**config.mk**
```make
export PLATFORM = sky130hd
export DESIGN_NAME = sdf4_stage_ctrl
export DESIGN_NICKNAME = d
export VERILOG_FILES = /design/src/rtl/sdf4_stage_ctrl.sv
export SDC_FILE = /design/constraint.sdc
export NUM_CORES = 1
export LEC_CHECK = 0
export BUFFER_PORTS_ARGS = -buffer_cell sky130_fd_sc_hd__buf_4
export CORE_MARGIN = 1.5
export CORE_UTILIZATION = 60
export DETAILED_ROUTE_END_ITERATION = 10
export GPL_TIMING_DRIVEN = 0
export PLACE_DENSITY = 0.83
export SYNTH_ARGS = -nofsm -noshare
export SYNTH_HDL_FRONTEND = slang
export SYNTH_SLANG_ARGS = --single-unit
```
**constraint.sdc**
```tcl
create_clock -name clock -period 4.3 [get_ports clock]
set_input_delay 0.215 -clock clock [delete_from_list [all_inputs] [get_ports clock]]
set_output_delay 0.215 -clock clock [all_outputs]
set_load 0.02 [all_outputs]
```
**src/rtl/sdf4_stage_ctrl.sv**
```systemverilog
// rtl/sdf4_stage_ctrl.sv - radix-4 SDF stage controller (sequencing, butterfly enable, twiddle addressing)
// Optional end-of-stream drain compiled in with `define SDF4_FLUSH_EN.
module sdf4_stage_ctrl #(
  parameter int DEPTH = 32,
  localparam int IW = $clog2(DEPTH),
  localparam int CW = IW + 2
) (
  input  logic          clock,
  input  logic          reset,
  input  logic          in_valid,
  output logic          in_ready,
  output logic          buf_enable,
  output logic [1:0]    phase,
  output logic          bf_enable,
  output logic          out_valid,
  output logic          frame_start,
  output logic [CW-1:0] tw_addr
);

`ifdef SDF4_FLUSH_EN
  typedef enum logic [1:0] {S_IDLE, S_RUN, S_FLUSH} state_t;
`else
  typedef enum logic [0:0] {S_IDLE, S_RUN} state_t;
`endif

  localparam logic [CW-1:0] FLUSH_LAST = CW'(3 * DEPTH - 1);

  state_t        state;
  logic [CW-1:0] cnt;
  logic [CW-1:0] ocnt;
  logic          primed;
  logic          flushing;
  logic          advance;
  logic          emit;
  logic [1:0]    leg;
  logic [IW-1:0] idx;
  logic [CW-1:0] tw_next;

`ifdef SDF4_FLUSH_EN
  assign flushing = (state == S_FLUSH);
  assign in_ready = (state != S_FLUSH);
`else
  assign flushing = 1'b0;
  assign in_ready = 1'b1;
`endif

  // Reset gating keeps the delay buffers frozen while reset is held, even if in_valid is high.
  assign advance    = !reset && ((in_valid && in_ready) || flushing);
  assign phase      = cnt[CW-1:CW-2];
  assign buf_enable = advance;
  assign bf_enable  = advance && (phase == 2'd3);
  assign emit       = advance && ((phase == 2'd3) || primed);

  assign leg     = ocnt[CW-1:CW-2];
  assign idx     = ocnt[IW-1:0];
  assign tw_next = {{IW{1'b0}}, leg} * {2'b00, idx};

  always_ff @(posedge clock or posedge reset) begin
    if (reset) begin
      state       <= S_IDLE;
      cnt         <= '0;
      ocnt        <= '0;
      primed      <= 1'b0;
      out_valid   <= 1'b0;
      frame_start <= 1'b0;
      tw_addr     <= '0;
    end else begin
      out_valid <= emit;
      if (emit) begin
        tw_addr     <= tw_next;
        frame_start <= (ocnt == '0);
        ocnt        <= ocnt + CW'(1);
      end else begin
        tw_addr     <= '0;
        frame_start <= 1'b0;
      end

      if (advance) begin
        cnt <= cnt + CW'(1);
      end
      if (advance && (phase == 2'd3)) begin
        primed <= 1'b1;
      end

      case (state)
        S_IDLE: begin
          if (advance && (phase == 2'd3)) begin
            state <= S_RUN;
          end
        end
        S_RUN: begin
`ifdef SDF4_FLUSH_EN
          // A gap exactly on a frame boundary marks end of stream.
          if ((cnt == '0) && !in_valid) begin
            state <= S_FLUSH;
          end
`endif
        end
`ifdef SDF4_FLUSH_EN
        S_FLUSH: begin
          // Every flush cycle advances, so cnt doubles as the drain counter.
          if (cnt == FLUSH_LAST) begin
            state  <= S_IDLE;
            primed <= 1'b0;
            cnt    <= '0;
            ocnt   <= '0;
          end
        end
`endif
        default: state <= S_IDLE;
      endcase
    end
  end

endmodule

```
# Yosys cells after proc, flatten, opt, wreduce, memory -nomap -nowiden
# Cells that the tools add are included.
[op_classes]
n_mul = 1
n_reduce_logical = 6
add_sub_neg = 2
mux = 2
n_eq_ne = 1
[ops]
columns = ["cell", "count"]
rows = [
  ["adder 7 x 1 -> 7 bit, second input constant", 2],
  ["zero test 7 bit", 1],
  ["multiplier 2 x 5 -> 7 bit", 1],
  ["two-way mux 7 bit", 1],
  ["logical AND 1 bit", 3],
  ["equality test 2 bit, second input constant", 1],
  ["zero test 1 bit", 1],
  ["logical OR 1 bit", 1],
  ["two-way mux 1 bit", 1],
]
[totals]
word_cells = 18
output_inout_bits = 14
inputBits = 3
register_bits = 24

# Logic depth before layout (Yosys ltp)
# Gate-level depths: netlist of the first run.
[logic_depth]
ltp_word = 4
depth_mapped = 6
mapped_depth_nobuf = 6

# Worst setup path after synthesis of the first run
# OpenSTA, ideal clock, no wires.
[synth_timing]
path_type = "register to register"
from = "register ocnt[6]"
to = "register tw_addr[5]"
period_less_slack_ns = 1.739
arrival_time_ns = 1.659
required_time_ns = 4.221
setup_slack_ns = 2.561
setup_ns = 0.079
n_path_buf = 0
stages_incl_launch_ff = 7
cell_sequence = "dfrtp_1 -> and2_1 -> ha_1 -> fa_1 -> a21o_1 -> a21oi_1 -> mux2i_1"
[synth_via]
elab_chain_len = 2
[synth_rtl]
columns = ["element", "line_no", "source"]
rows = [
  ["start, declared", "30", "logic [CW-1:0] ocnt;"],
  ["start signal, assigned", "72", "ocnt <= ocnt + CW'(1);"],
  ["multiplier 2 x 5 -> 7 bit", "56", "assign tw_next = {{IW{1'b0}}, leg} * {2'b00, idx};"],
  ["two-way mux 7 bit", "69", "if (emit) begin"],
  ["end signal, assigned", "70", "tw_addr <= tw_next;"],
  ["end, declared", "17", "output logic [CW-1:0] tw_addr"],
]
# Every way passes these cells.
# A chain may end at the register's enable or synchronous reset.

# Worst setup path in the final report of the first run
# Same ends and word-level chain as after synthesis.

==> results of run 1 <==
area by class of cell:
cell class,instances,area [um2]
Buffer,4,33.78
Clock buffer,4,36.28
Fill cell,156,531.8
Inverter,5,18.77
Multi-Input combinational cell,78,594.3
Sequential cell,24,600.6
Tap cell,27,33.78
Timing Repair Buffer,15,112.6
cells by family after synthesis:
kind of cell / count (synthesis) / share of synthesized area [%]
xor+xnor: 13 / 9.127
simple gates: 45 / 22.27
buf+inv: 9 / 4.212
mux: 2 / 2.006
other cells: 1 / 0.3006
flops: 24 / 48.14
compound gates: 9 / 5.316
fa+ha+maj: 8 / 8.626
flip-flops by register name, indices dropped and copies added, names as in the netlist:
register     cells
cnt              7
tw_addr          7
primed           1
out_valid        1
frame_start      1
ocnt             7
power by group through the flow:
| stage | Combinational [uW] | Clock (uW) | Sequential (uW) |
|---|---|---|---|
| 5_1_grt | 83.8 | 130 | 281 |
| 6_report | 72.2 | 116 | 276 |
| 2_1_floorplan | 58.6 | 0 | 276 |
| 3_5_place_dp | 72.9 | 0 | 281 |
| 4_1_cts | 73.8 | 119 | 276 |
| 3_3_place_gp | 70.0 | 0 | 279 |
metrics by stage:
step	hold WS [ns]	instances	setup slack (ns)	utilization, %	total power [uW]
4_1_cts	0.1103	157	2.394	72.90	469.4
5_1_grt	0.1534	157	2.287	72.90	494.2
3_5_place_dp	0.4610	153	2.422	71.05	354.1
2_1_floorplan	0.2296	111	2.561	-	334.3
6_report	0.09115	157	2.388	72.90	464.1
3_3_place_gp	0.4569	153	2.442	71.05	349.2
routing by layer:
| metal | part of all wire, % | vias up | wire, um |
|---|---|---|---|
| met3 | 3.3 | 6 | 67 |
| met5 | 0 | - | 0 |
| met2 | 49 | 19 | 1000 |
| met1 | 45 | 411 | 910 |
| met4 | 2.1 | 0 | 42 |
| li1 | - | 408 | - |
how the worst max path moves through the flow:
stage	start	end	slack [ns]	depth (start not counted)
floorplan	ocnt[6]	tw_addr[5]	2.56	6
global placement	ocnt[6]	tw_addr[5]	2.44	6
detailed placement	ocnt[6]	tw_addr[5]	2.42	6
CTS	ocnt[6]	tw_addr[5]	2.39	6
global route	ocnt[6]	tw_addr[5]	2.29	6
finish	ocnt[6]	tw_addr[5]	2.39	6
placed cells by master, fill, tap and decap left out, drive strengths merged:
cell | Yosys | final
nor3b | 2 | 2
xnor2 | 5 | 5
and2b | 1 | 1
nor4 | 1 | 1
or2 | 1 | 1
and3 | 5 | 5
ha | 7 | 7
mux2 | 1 | 1
buf | 4 | 19
and4b | 1 | 1
mux2i | 1 | 1
fa | 1 | 1
xor2 | 8 | 8
and2 | 8 | 8
nand3b | 1 | 1
a21oi | 3 | 3
nor2 | 4 | 4
conb | 1 | 1
nand4 | 1 | 1
clkbuf | 0 | 4
nand4b | 1 | 1
nand2 | 9 | 9
o21ai | 3 | 3
o21ba | 1 | 1
dfrtp | 24 | 24
nand3 | 6 | 6
nor3 | 4 | 4
a21o | 2 | 2
inv | 5 | 5
==> key figures, run 1 <==
Final layout
  – Nets: 142
  – Syn-to-layout area delta: 14.64%
  – Diode count: 0
  – Design area: about 0.0014 mm2
  – Layout cells sized above 1: 27.69%

Logic synthesis
  – Synth cell count leaders: dfrtp_1 (24), nand2_1 (8), xor2_1 (8)
  – Net count after synthesis: 122
  – Async S/R FF share, synth: 100.0%
  – Synth top area share: 48.14%
  – Yosys warns: 0
  – Syn Std Cell Area: 0.001247 mm2
  – Cells after Synth: 111
  – Cell taking the most area after synthesis: dfrtp_1
  – Flops & latches, synth: 24
  – Count leader, synth: dfrtp_1
  – Synth area leaders: dfrtp_1 (48%), ha_1 (7.0%), xor2_1 (5.6%)
  – Yosys cell types: 38
  – Register area share after synthesis: between 40% and 50%
  – EDFF count, synth: 0
  – Synthesized area per cell: 11.24 um2
  – Ys flop type: dfrtp_1

Clock network
  – Clk buf depth: 2
  – Cts bufs inserted: 3
  – Postcts setup bufs: 0
  – Clk_lat worst skew: 0.31 ns
  – CTS Hold Buffers Added: 0
  – TritonCTS clock tree: yes
  – Clk slew on worst S/H paths: 0.13 ns
  – CTS H-tree lvls: 1
  – Clk sink count: 24
  – Post-CTS sizing: 0
  – Root buf cell: clkbuf_4

Power
  – Net Sw Frac: 26.61%
  – Internal power: ~340 uW
  – Power share of the clock group: 24.9%
  – NetSw: 123.5 uW
  – Pwr dens: 324.5 mW/mm2
  – Leakage: 0.0008050 uW
  – IR drop worst, VDD: 0.0002893 V
  – Part of the power in registers: 59.5%
  – Comb power frac: between 10% and 20%

STA
  – Worst-case clock skew: ~0.0057 ns
  – Setup_tns: 0 ns
  – Final cycle utilization of the critical path: 44.47%
  – Peak Freq: 522.9 MHz
  – # setup viols final: 0
  – Fin crit period: 1.912 ns
  – Final Slew Violations: 0
  – Worst slew margin: between 40% and 50%
  – RSZ-0062 raised after global routing: false
  – Measured slew at the worst slew-check pin: 0.8638 ns
  – Fin. Hold Viols: 0

Critical path
  – Crit start category: flip-flop
  – Critical Path End Type: flip-flop
  – Worst R2R Path Depth: 6
  – Setup CP Type: reg2reg
  – Crit path arrival time: 2.16 ns
  – Buf/Inv on CP: 0
  – Worst reg2reg endpoint: tw_addr[5]
  – R2R Path Start: ocnt[6]
  – Largest fanout on the critical path: 8
  – Slowest-stage cell, CP: dfrtp_1
  – Crit-path cells: and2_1 > ha_1 > fa_1 > a21o_1 > a21oi_1 > mux2i_1
  – Cell family with most CP delay: adder cells
  – Worst path required time: 4.55 ns
  – Crit-path max cell delay: 0.49 ns
  – Reg2reg setup slack: roughly 2.4 ns

Placed design
  – Dpl cell area: 0.001394 mm2
  – Post-DP HPWL: 1.526 mm
  – Placer Congestion: ~0.86
  – PortBufs: 15

Job
  – Number of max-cap violations: 0

Hold path
  – Hold WC Path Type: in2async

Global routing
  – Global-route met2 utilization: 34.26%
  – Global-route wire length before repair: 3.732 mm
  – Met3 Resource Use GR: 2.778%
  – Largest net degree at the start of global routing: 25
  – Grt peak-use layer: met2
  – Overflow after GRT: 0
  – Grt met1 use: 25.61%
  – Total GRT Usage: between 20% and 30%
  – Vias in the first global route: about 880
  – Initial antenna violation count: 0

Die
  – Die height: 48.60 um
  – Area of the die: approximately 0.0024 mm2
  – Row count: 16
  – Initial Util: 63.58%
  – Die W: 48.60 um
  – Core area: 0.001962 mm2
  – I/O Pins: 17

Detailed routing
  – Via count: about 840
  – Drt first pass iters: 4
  – Drt via density: approximately 5.4
  – Routed WL: between 2 and 2.5 mm
  – WL per Instance: between 10 and 15 um
  – Drc violations: 0
  – DR iter-0 viols: 14
  – ANT nets after route: 0

Status
  – Status: completed
(Power assumes the default switching activity.)
==> run 2: changes to the inputs <==
--- a/config.mk
+++ b/config.mk
@@ -5,12 +5,13 @@
 export SDC_FILE = /design/constraint.sdc
 export NUM_CORES = 1
 export LEC_CHECK = 0
+export ABC_AREA = 1
 export BUFFER_PORTS_ARGS = -buffer_cell sky130_fd_sc_hd__buf_4
 export CORE_MARGIN = 1.5
-export CORE_UTILIZATION = 60
+export CORE_UTILIZATION = 56
 export DETAILED_ROUTE_END_ITERATION = 10
 export GPL_TIMING_DRIVEN = 0
-export PLACE_DENSITY = 0.83
+export PLACE_DENSITY = 0.77
 export SYNTH_ARGS = -nofsm -noshare
 export SYNTH_HDL_FRONTEND = slang
 export SYNTH_SLANG_ARGS = --single-unit
==> constraint.sdc (replaced) <==
create_clock -name clock -period 1.8 [get_ports clock]
set_input_delay 0.09 -clock clock [delete_from_list [all_inputs] [get_ports clock]]
set_output_delay 0.09 -clock clock [all_outputs]
set_load 0.02 [all_outputs]
==> key figures, run 2 <==
STA
  – Setup_tns: 0 ns (unchanged)
  – Worst-case clock skew: 0.002651 ns (-0.003066 ns)
  – Fin crit period: 1.679 ns (-0.2336 ns)
  – # setup viols final: 0 (unchanged)
  – Final cycle utilization of the critical path: 93.26% (+49 points)
  – Peak Freq: 595.7 MHz (+14%)
  – Final Slew Violations: 0 (unchanged)
  – RSZ-0062 raised after global routing: true
  – Fin. Hold Viols: 0 (unchanged)
  – Final WS setup: 0.1213 ns (-2.266 ns)

Power
  – IR drop worst, VDD: 0.0007077 V (+140%)
  – Leakage: 0.0008842 uW (+9.8%)
  – Net Sw Frac: 36.28% (+9.7 points)
  – Power share of the clock group: 18.5% (-6.4 points)
  – Pwr dens: 966.7 mW/mm2 (+200%)
  – NetSw: 555.9 uW (+350%)
  – Comb power frac: 29.5% (+14 points)
  – Internal power: 976.6 uW (+190%)
  – Part of the power in registers: 52.1% (-7.4 points)

Logic synthesis
  – Count leader, synth: nand2_1
  – Yosys warns: 0 (unchanged)
  – Synth top area share: 44.40% (-3.7 points)
  – Synthesized area per cell: 8.003 um2 (-29%)
  – Cell taking the most area after synthesis: dfrtp_1
  – Syn Std Cell Area: 0.001353 mm2 (+8.4%)
  – Async S/R FF share, synth: 100.0% (unchanged)
  – Synth area leaders: dfrtp_1 (44%), nand2_1 (16%), inv_1 (7.2%)
  – Flops & latches, synth: 24 (unchanged)
  – EDFF count, synth: 0 (unchanged)
  – Net count after synthesis: 180 (+48%)
  – Synth cell count leaders: nand2_1 (56), inv_1 (26), dfrtp_1 (24)
  – Cells after Synth: 169 (+52%)
  – Yosys cell types: 23 (-39%)
  – Ys flop type: dfrtp_1
  – Register area share after synthesis: 44.40% (-3.7 points)

Clock network
  – CTS H-tree lvls: 1 (unchanged)
  – TritonCTS clock tree: yes
  – Root buf cell: clkbuf_4
  – Clk buf depth: 2 (unchanged)
  – Cts bufs inserted: 3 (unchanged)
  – Clk slew on worst S/H paths: 0.13 ns (about the same)
  – Clk_lat worst skew: 0.31 ns (about the same)
  – Clk sink count: 24 (unchanged)

Global routing
  – Vias in the first global route: 927 (+4.9%)
  – Initial antenna violation count: 0 (unchanged)
  – Overflow after GRT: 0 (unchanged)
  – Total GRT Usage: 19.46% (-1.3 points)
  – Largest net degree at the start of global routing: 27 (+8.0%)
  – Global-route wire length before repair: 3.898 mm (+4.4%)

Die
  – I/O Pins: 17 (unchanged)
  – Row count: 17 (+1)
  – Area of the die: 0.002719 mm2 (+15%)
  – Die W: 52.15 um (+7.3%)
  – Die height: 52.15 um (+7.3%)
  – Initial Util: 59.99% (-3.6 points)
  – Core area: 0.002255 mm2 (+15%)

Critical path
  – Crit path arrival time: 1.90 ns (-0.26 ns)
  – Setup CP Type: reg2reg
  – Reg2reg setup slack: 0.12 ns (-2.27 ns)
  – Critical Path End Type: flip-flop
  – Worst path required time: 2.02 ns (-2.53 ns)
  – Largest fanout on the critical path: 6 (-2)
  – Crit start category: flip-flop

Placed design
  – Dpl cell area: 0.001500 mm2 (+7.6%)
  – PortBufs: 15 (unchanged)
  – DP Worst Slack: 0.02716 ns (-2.395 ns)
  – Placer Congestion: 0.8142 (-5.0%)
  – Post-DP HPWL: 1.670 mm (+9.5%)
  – Placed insts: 212 (+39%)

Final layout
  – Most frequent cells in the layout: nand2_1 (55), inv_1 (25), buf_4 (20), dfrtp_1 (20), nor2_1 (16)
  – Filler cell count: 185 (+19%)
  – Area occupied by multi-input gates: 598.1 um2 (+0.63%)
  – Layout cells sized above 1: 22.11% (-5.6 points)
  – Most common cell after layout, fill and taps aside: nand2_1
  – Top Registers: cnt x7, ocnt x7, tw_addr x7
  – Nets: 202 (+42%)
  – Final core occ: 70.31% (-2.6 points)
  – Total area of sequential cells: 605.6 um2 (+0.83%)
  – Syn-to-layout area delta: 17.21%
  – Design area: 0.001585 mm2 (+11%)
  – Non-filler cells, final: 218 (+39%)
  – Diode count: 0 (unchanged)

Detailed routing
  – Drt first pass iters: 5 (+1)
  – Drc violations: 0 (unchanged)
  – Via count: 1020 (+21%)
  – WL per Instance: 10.82 um (-16%)
  – DR iter-0 viols: 28 (+14)
  – Drt via density: 4.679 (-13%)
  – Routed WL: 2.359 mm (+17%)
  – ANT nets after route: 0 (unchanged)

Status
  – Status: completed

Job
  – Number of max-cap violations: 0 (unchanged)

Hold path
  – Hold WC Path Type: in2reg
-- run 2: cell count changes after synthesis, moves of 2 or more --
cell,previous run,this run
nor2_1,4,16
and2_1,6,0
nor3_2,2,0
inv_1,4,26
nand2_1,8,56
and3_1,4,0
xnor2_1,5,3
nand3_1,6,8
and2_2,2,0
xor2_1,8,4
buf_2,0,4
-- run 2: cell families after synthesis --
| family | synth area share [%] |
|---|---|
| buffers and inverters | 11.75 |
| flip-flops | 44.40 |
| AO/OA/AOI/OAI | 2.127 |
| other | 0.2773 |
| adder cells (fa/ha/maj) | 7.955 |
| XOR/XNOR | 5.736 |
| AND/OR/NAND/NOR | 27.75 |
-- run 2: final cells by class --
cell class	count	share of cell area, %
clock buffer	4	2.289
multi-input combinational	109	37.73
tap	28	2.210
inverter	28	6.867
sequential	24	38.20
timing repair buffer	19	9.945
buffer	6	2.762
-- run 2: worst max-delay path, cell delays in order (launching register included) --
cell and delay [ns]:
dfrtp_2 0.46, nand2_1 0.07, inv_1 0.04, ha_1 0.21, fa_2 0.37, nand2_2 0.08
nand2_1 0.05, nand2_1 0.05, nand2_1 0.07, inv_1 0.06, nand2_1 0.04, nand2_1 0.05
inv_1 0.03
-- run 2: path summary, 6_finish.rpt --
path,startpoint,to,cells past startpoint
worst max-delay path,ocnt[0],tw_addr[5],12
worst min-delay path,in_valid,cnt[0],3
worst max register to register,ocnt[0],tw_addr[5],12
worst min register to register,primed,primed,2
max in group asynchronous,reset,ocnt[6],4
min in group asynchronous,reset,cnt[6],4
-- run 2: what timing repair did --
action | CTS | global route
endpoints found under the setup margin | 1 | 2
endpoints found under the hold margin | 0 | 24
hold buffers | 0 | 2
buffers inserted | 0 | 2
resized for setup | 1 | 6
-- run 2: routing by layer --
layer / track usage [%] / part of all wire (%) / vias up
li1: - / - / 540
met1: 24.67 / 48 / 460
met2: 32.49 / 49 / 18
met3: 2.874 / 2.6 / 2
met4: 9.402 / 0.89 / 0
met5: 0 / 0 / -
-- run 2: through the flow --
step	hold WS, ns	power [uW]
floorplan	0.1211	1121
detailed placement	0.3911	1244
finish	0.1500	1533
global route	0.1664	1643
CTS	0.03728	1527
global placement	0.3799	1210
-- run 2: power groups by stage --
stage	registers, uW	logic [uW]	clock network, uW
4_1_cts	776	461	290
6_report	798	452	283
3_3_place_gp	780	430	0
2_1_floorplan	766	355	0
5_1_grt	819	516	308
3_5_place_dp	788	456	0
